$ cat src/rtl/mem_arbiter.sv
// Byte-wide RAM port arbiter between instruction fetch (IF) and load/store (MEM).
// Each request is split into 1/2/4 single-byte RAM accesses. Read data is assembled
// little-endian. MEM has fixed priority over IF, and an in-flight IF fetch may be aborted.
//
// Ports:
//   clk, rst              clock, synchronous active-low reset
//   if_req/if_addr        fetch request (level) and byte address
//   mem_req/mem_we/...    load/store request, direction, size, address, store data
//   ram_addr/ram_wr/...   byte RAM port; ram_din is valid one cycle after ram_addr
//   if_ready/if_inst      fetch-complete pulse and held instruction word
//   mem_ready/mem_rdata   load/store-complete pulse and held zero-extended load data
//   stallreq_if/_mem      per-requester stall requests
//   busy                  a transaction is in flight
module mem_arbiter #(
  parameter int unsigned ADDR_W   = 32,
  parameter int unsigned IF_BYTES = 4
) (
  input  logic              clk,
  input  logic              rst,
  input  logic              if_req,
  input  logic [ADDR_W-1:0] if_addr,
  input  logic              mem_req,
  input  logic              mem_we,
  input  logic [1:0]        mem_size,
  input  logic [ADDR_W-1:0] mem_addr,
  input  logic [31:0]       mem_wdata,
  input  logic [7:0]        ram_din,
  output logic [ADDR_W-1:0] ram_addr,
  output logic              ram_wr,
  output logic [7:0]        ram_dout,
  output logic              if_ready,
  output logic [31:0]       if_inst,
  output logic              mem_ready,
  output logic [31:0]       mem_rdata,
  output logic              stallreq_if,
  output logic              stallreq_mem,
  output logic              busy
);

  localparam logic [2:0] IfBytes = 3'(IF_BYTES);

  typedef enum logic [1:0] {StIdle, StIfRd, StMemRd, StMemWr} state_e;

  state_e            state_q, state_d;
  logic [ADDR_W-1:0] base_q, base_d;
  logic [2:0]        nbytes_q, nbytes_d;
  logic [2:0]        cnt_q, cnt_d;
  logic [31:0]       wdata_q, wdata_d;
  logic [31:0]       buf_q, buf_d;
  logic              if_ready_q, if_ready_d;
  logic              mem_ready_q, mem_ready_d;
  logic [31:0]       if_inst_q, if_inst_d;
  logic [31:0]       mem_rdata_q, mem_rdata_d;

  logic        issue;
  logic [1:0]  byte_idx;
  logic [31:0] rd_data;

  // RAM port, driven purely from registered state.
  always_comb begin
    issue    = (state_q != StIdle) && (cnt_q < nbytes_q);
    ram_addr = '0;
    ram_wr   = 1'b0;
    ram_dout = '0;
    if (issue) begin
      ram_addr = base_q + ADDR_W'(cnt_q);
      if (state_q == StMemWr) begin
        ram_wr   = 1'b1;
        ram_dout = wdata_q[{cnt_q[1:0], 3'b000} +: 8];
      end
    end
  end

  // Buffer with this cycle's returning byte merged in; byte cnt-1 arrives while cnt = 1..N.
  always_comb begin
    byte_idx = 2'(cnt_q - 3'd1);
    rd_data  = buf_q;
    if (cnt_q != 3'd0) begin
      rd_data[{byte_idx, 3'b000} +: 8] = ram_din;
    end
  end

  always_comb begin
    state_d     = state_q;
    base_d      = base_q;
    nbytes_d    = nbytes_q;
    cnt_d       = cnt_q;
    wdata_d     = wdata_q;
    buf_d       = buf_q;
    if_ready_d  = 1'b0;
    mem_ready_d = 1'b0;
    if_inst_d   = if_inst_q;
    mem_rdata_d = mem_rdata_q;

    unique case (state_q)
      StIdle: begin
        // A ready pulse means that requester is still dropping its request: no grant.
        if (!if_ready_q && !mem_ready_q) begin
          if (mem_req) begin
            state_d = mem_we ? StMemWr : StMemRd;
            base_d  = mem_addr;
            wdata_d = mem_wdata;
            cnt_d   = 3'd0;
            buf_d   = '0;
            unique case (mem_size)
              2'd0:    nbytes_d = 3'd1;
              2'd1:    nbytes_d = 3'd2;
              default: nbytes_d = 3'd4;
            endcase
          end else if (if_req) begin
            state_d  = StIfRd;
            base_d   = if_addr;
            nbytes_d = IfBytes;
            cnt_d    = 3'd0;
            buf_d    = '0;
          end
        end
      end
      StIfRd: begin
        if (!if_req) begin
          state_d = StIdle;
        end else begin
          buf_d = rd_data;
          if (cnt_q == nbytes_q) begin
            if_inst_d  = rd_data;
            if_ready_d = 1'b1;
            state_d    = StIdle;
          end else begin
            cnt_d = cnt_q + 3'd1;
          end
        end
      end
      StMemRd: begin
        buf_d = rd_data;
        if (cnt_q == nbytes_q) begin
          mem_rdata_d = rd_data;
          mem_ready_d = 1'b1;
          state_d     = StIdle;
        end else begin
          cnt_d = cnt_q + 3'd1;
        end
      end
      StMemWr: begin
        if (cnt_q == nbytes_q - 3'd1) begin
          mem_ready_d = 1'b1;
          state_d     = StIdle;
        end else begin
          cnt_d = cnt_q + 3'd1;
        end
      end
      default: state_d = StIdle;
    endcase
  end

  always_ff @(posedge clk) begin
    if (!rst) begin
      state_q     <= StIdle;
      base_q      <= '0;
      nbytes_q    <= '0;
      cnt_q       <= '0;
      wdata_q     <= '0;
      buf_q       <= '0;
      if_ready_q  <= 1'b0;
      mem_ready_q <= 1'b0;
      if_inst_q   <= '0;
      mem_rdata_q <= '0;
    end else begin
      state_q     <= state_d;
      base_q      <= base_d;
      nbytes_q    <= nbytes_d;
      cnt_q       <= cnt_d;
      wdata_q     <= wdata_d;
      buf_q       <= buf_d;
      if_ready_q  <= if_ready_d;
      mem_ready_q <= mem_ready_d;
      if_inst_q   <= if_inst_d;
      mem_rdata_q <= mem_rdata_d;
    end
  end

  assign if_ready     = if_ready_q;
  assign mem_ready    = mem_ready_q;
  assign if_inst      = if_inst_q;
  assign mem_rdata    = mem_rdata_q;
  assign stallreq_if  = if_req & ~if_ready_q;
  assign stallreq_mem = mem_req & ~mem_ready_q;
  assign busy         = (state_q != StIdle);

endmodule

$ cat config.mk
export PLATFORM = sky130hd
export DESIGN_NAME = mem_arbiter
export DESIGN_NICKNAME = d
export VERILOG_FILES = /design/src/rtl/mem_arbiter.sv
export SDC_FILE = /design/constraint.sdc
export NUM_CORES = 1
export LEC_CHECK = 0
export ABC_AREA = 1
export CAP_MARGIN = 0
export CORE_ASPECT_RATIO = 0.9
export CORE_UTILIZATION = 50
export DETAILED_ROUTE_END_ITERATION = 10
export PLACE_DENSITY = 0.9
export RECOVER_POWER = 100
export SLEW_MARGIN = 20
export SYNTH_ARGS = -nofsm -noshare
export SYNTH_HDL_FRONTEND = slang
export SYNTH_SLANG_ARGS = --single-unit
$ cat constraint.sdc
create_clock -name clk -period 2.7 [get_ports clk]
set_input_delay 0.405 -clock clk [delete_from_list [all_inputs] [get_ports clk]]
set_output_delay 0.405 -clock clk [all_outputs]
set_load 0.02 [all_outputs]
== Word-level counts from Yosys, hierarchy flattened ==
Index checks and enable logic that the tools add are counted.
Word-level totals
  flip-flop bits (word level): 170
  bits of input ports: 111
  output and inout port bits: 110
  word-level logic and storage cells: 87
Operators by class
  add/subtract/negate cells: 5
  order comparisons: 1
  equality and inequality tests: 11
  shift-type cells: 3
  mux-type cells: 35
  bitwise logic cells: 4
  reduce and logical (&&, ||, !) cells: 18
Operator list (number)
  32-bit two-way mux: 8
  32-bit one-hot mux with 3 select lines: 1
  32-bit by 3-bit adder with 32-bit output: 1
  32-bit bitwise mux: 1
  8-bit by 7-bit variable shift with 32-bit output (first input constant): 1
  32-bit by 6-bit variable part select with 8-bit output: 1
  8-bit by 7-bit variable part select with 32-bit output: 1
  3-bit two-way mux: 8
  8-bit two-way mux: 2
  3-bit AND reduction: 5
  2-bit two-way mux: 6
  3-bit one-hot mux with 4 select lines: 1
  2-bit one-hot mux with 4 select lines: 1
  4-bit AND reduction: 2
  5-bit negator with 7-bit output: 1
  3-bit equality test: 2
  2-bit inequality test (second input constant): 3
  3-bit one-hot mux with 2 select lines: 1
  3-bit nonzero test: 2
  1-bit two-way mux: 5
  2-bit by 1-bit equality test with 1-bit output (second input constant): 2
  2-bit equality test (second input constant): 2
  2-bit logical NOT: 2
  2-bit nonzero test: 2
  12 further kinds: 16

== Logic depth before layout (Yosys ltp) ==
Gate-level depths: netlist of run 1.
  depth after elaboration: 7
  gate-level depth with buffers: 14
  mapped depth without buffers: 14

== Worst setup path before layout of run 1 ==
No wires, ideal clock.
  kind: reg2out
  start: register cnt_q[1]
  end: output port ram_addr[18]
  data arrival time: 2.438 ns
  required time: 2.295 ns
  path slack: -0.143 ns
  stages on the path, launching flop included: 13
  path buffers: 1
  cells stage by stage: dfxtp_1 -> buf_2 -> clkinv_1 -> fa_1 -> inv_1 -> nand2_1 -> nand2_1 -> nand2_1 -> inv_1 -> nand2_1 -> nor2_1 -> nor2_1 -> nor3_1
Between the ends
  cells in the longest elaborated chain, start to end: 3
  elaborated cells between the ends (all ways): 4
  classes of those cells: add/sub (1); order compare (1); mux (1); reduce/logical (1)
RTL lines
  start, declared: RTL line 47  | logic [2:0] cnt_q, cnt_d;
  start signal, assigned: RTL line 171  | cnt_q <= cnt_d;
  branches (longest 2 deep; another with 32-bit by 3-bit adder with 32-bit output)
  32-bit two-way mux (*): RTL line 65  | if (issue) begin
  end, declared: RTL line 28  | output logic [ADDR_W-1:0] ram_addr,
Every way passes the cells marked *.

== Worst setup path after layout of run 1 ==
  start: register cnt_q[0]
  end: output port ram_addr[26]
Same word-level chain as after synthesis.

==> results of run 1 <==
[synth_stat cells (2+ instances only)]
library cell    n  share of area [%]
nand2_1       338                 14
nor2_1        230                9.8
o21ai_0       180                 10
dfxtp_1       170                 38
inv_1         161                6.8
a21oi_1       124                7.0
nand3_1        42                2.4
clkbuf_1       40                1.7
buf_2          20                1.1
ha_1           19                2.7
nor3_1         16               0.91
o21ai_1         8               0.45
nand4_1         6               0.42
xor2_1          5               0.50
inv_2           4               0.17
buf_1           3               0.13
buf_6           3               0.38
a22oi_1         2               0.17
a31oi_1         2               0.14
nand2_2         2               0.14
nand2_4         2               0.25
nor2_2          2               0.14
or2_2           2               0.14
[what timing repair did]
action                     4_1_cts  5_1_grt
setup endpoints to repair       41       41
gates resized for setup        204       78
setup buffers                    5        4
cloned                           0        2
pin swaps                        4        6
[state kept, by name, summed over array words and instances (netlist names), 2 cells and up]
name and flops:
base_q 32, mem_rdata 32, nbytes_q 3, cnt_q 3, state_q 2, if_inst 32
wdata_q 32, buf_q 32
[layout make-up]
cell class              instances  area, µm²  share of cell area [%]
flip-flops and latches        170       3410                    28.0
multi-input cells             988       4790                    39.2
clock inverters                11        139                    1.14
inverters                     167        632                    5.18
clock buffers                  19        443                    3.63
repair buffers                266       2490                    20.4
well taps                     235        294                    2.41
[routing by layer]
| metal | global-route usage [%] | vias to the layer above | share of wire, % |
|---|---|---|---|
| met5 | 0 | - | 0 |
| li1 | - | 4834 | - |
| met4 | 13.0 | 0 | 3.6 |
| met1 | 37.0 | 4499 | 41 |
| met3 | 6.43 | 94 | 7.2 |
| met2 | 50.2 | 438 | 48 |
[per-stage QoR]
| stage | worst slack [ns] | cells |
|---|---|---|
| 2_1_floorplan | 0.0146 | 1392 |
| 3_3_place_gp | -0.0557 | 1815 |
| 3_5_place_dp | -0.199 | 1815 |
| 4_1_cts | -0.00364 | 1850 |
| 5_1_grt | -0.148 | 1856 |
| 6_report | -0.00590 | 1856 |
[power by group]
part	internal, W	switching (W)	leakage (nW)
Sequential	0.00295	0.000290	1.39
Combinational	0.00124	0.00225	3.92
Clock	0.00139	0.00104	0.278
Total	0.00558	0.00359	5.59
[cells by family after synthesis]
group,Yosys count
xor+xnor,5
simple gates,645
buf+inv,235
fa+ha+maj,20
flops,170
compound gates,317
[path summary, 6_finish.rpt]
path	endpoint	cells after the start	startpoint
hold / removal	buf_q[14]	2	buf_q[14]
setup reg to reg	nbytes_q[2]	7	state_q[0]
setup / recovery	ram_addr[26]	16	cnt_q[0]
hold reg to reg	buf_q[14]	2	buf_q[14]
[critical path: stages, from the launching register on]
cell and delay [ns]:
dfxtp_4 0.37, ha_4 0.14, inv_2 0.03, fa_2 0.33, inv_2 0.09, nand2_2 0.07, nand2_4 0.08, nand2_4 0.07
inv_4 0.06, nand2_4 0.06, buf_6 0.14, inv_2 0.04, nand2_1 0.05, nand2_1 0.06, nand2_1 0.05, nor2_1 0.09
buf_4 0.15
==> flow_metrics.py, run 1 <==
metrics = {
    "synthesis": {
        "synth.area.mux_share_pct": 0,
        "synth.cell_area_um2": 8840,
        "ys_warn_count": 0,
        "synth_flop_cell": "dfxtp_1",
        "yosys.area_share.simple_pct": 29.4,
        "synthXorXnorAreaFrac_pct": 0.495,
        "syn_inst": 1392,
        "synth_nets": 1523,
        "avgSynthCellArea_um2": 6.35,
        "synth_fa_ha_area_share_pct": 2.92,
        "ys_types": 34,
        "synth-edff-count": 0,
        "ys_seq_area_share_pct": 38.5,
        "synth-seq-cells": 170,
        "synthArstFlopShare_pct": 0,
        "synth-compound-area-share_pct": 18.1,
        "synth_top_family_by_area": "simple AND/OR/NAND/NOR gates",
    },
    "timing": {
        "worst_pin_slew_ns": 1.02,
        "hold_viol": 0,
        "holdWs_ns": 0.463,
        "period_minus_slack_ns": 2.71,
        "maxSlewViolCount": 0,
        "skew_ns": 0.0109,
        "setup_tns_ns": -0.00590,
        "rsz0062_at_grt": "true",
        "setup_slack_ns": -0.00590,
        "setup_viol": 1,
        "fmax_mhz": 370,
        "slew-limit-headroom_pct": 32.1,
        "fin_crit_sh_pct": 100,
    },
    "layout": {
        "areaGrowthSynthToFinish_pct": 38.0,
        "mostFrequentLayoutCells": "nand2_1 (328), nor2_1 (218), o21ai_0 (178)",
        "final_area_um2": 12200,
        "diodes": 0,
        "num-nets-final": 1741,
        "fill_cells": 1400,
        "final_util_pct": 71.5,
        "layout-drive-gt1-share_pct": 12.0,
        "final_common_cell": "nand2_1",
    },
    "setup_path": {
        "worstSetupPathType": "reg2out",
        "crit_path_end_kind": "output pin",
        "crit_required_ns": 2.30,
        "cp_max_fo": 4,
        "cp.arrival_ns": 2.30,
        "reg2reg_slack_ns": 0.28,
        "critPathLaunchType": "flip-flop",
    },
    "placement": {
        "io_buffers": 220,
        "hpwlAfterDp_mm": 19.2,
        "dpl_cell_area_um2": 11300,
        "routabilityCongestion": 0.938,
    },
    "global_routing": {
        "globalRouteTotalUtil_pct": 29.9,
        "grt_max_degree": 81,
        "antenna_found_initial": 0,
        "first_global_vias": 9144,
        "grt-ovfl-total": 0,
        "grt_pass1_wl_mm": 43.6,
    },
    "cts": {
        "cts_max_level": 4,
        "cts_hold_buf": 0,
        "cts.sinks": 170,
        "clk_path_buf_depth": 2,
        "clk_latency_ns": 0.44,
        "cts_tree": "done",
        "path_clk_slew_ns": 0.06,
        "cts_inserted_buffers": 17,
        "cts-root-buf": "clkbuf_16",
    },
    "floorplan": {
        "design.die.area_um2": 18200,
        "die_w_um": 142,
        "start_util_pct": 51.8,
        "num_rows": 45,
        "ios": 221,
        "fp.coreArea_um2": 17100,
        "die_h_um": 128,
    },
    "detailed_routing": {
        "viasPerCell": 5.32,
        "vias": 9865,
        "wl_per_cell_um": 15.0,
        "drt-total-wl_mm": 27.8,
        "first_pass_iters": 7,
        "postRouteAntennaNets": 0,
        "drc": 0,
        "drt_iter0_markers": 1069,
    },
    "power_and_ir_drop": {
        "power.leakage_nw": 5.59,
        "p_total_w": 0.00917,
        "ir_drop_mv": 0.635,
        "p_per_area_nw_per_um2": 752,
    },
    "flow_run": {
        "drv_cap": 0,
    },
    "outcome": {
        "outcome": "finished with violations",
        "failed_checks": "setup timing",
    },
    "worst_hold_path": {
        "hold_class": "reg2reg",
    },
}
(Power assumes the default switching activity.)
==> run 2: changes to the inputs <==
--- a/config.mk
+++ b/config.mk
@@ -9,6 +9,7 @@
 export CAP_MARGIN = 0
 export CORE_ASPECT_RATIO = 0.9
 export CORE_UTILIZATION = 50
+export CTS_CLUSTER_DIAMETER = 40
 export DETAILED_ROUTE_END_ITERATION = 10
 export PLACE_DENSITY = 0.9
 export RECOVER_POWER = 100
==> results of run 2 <==
Final layout, timing and power as in run 1 (identical DEF).
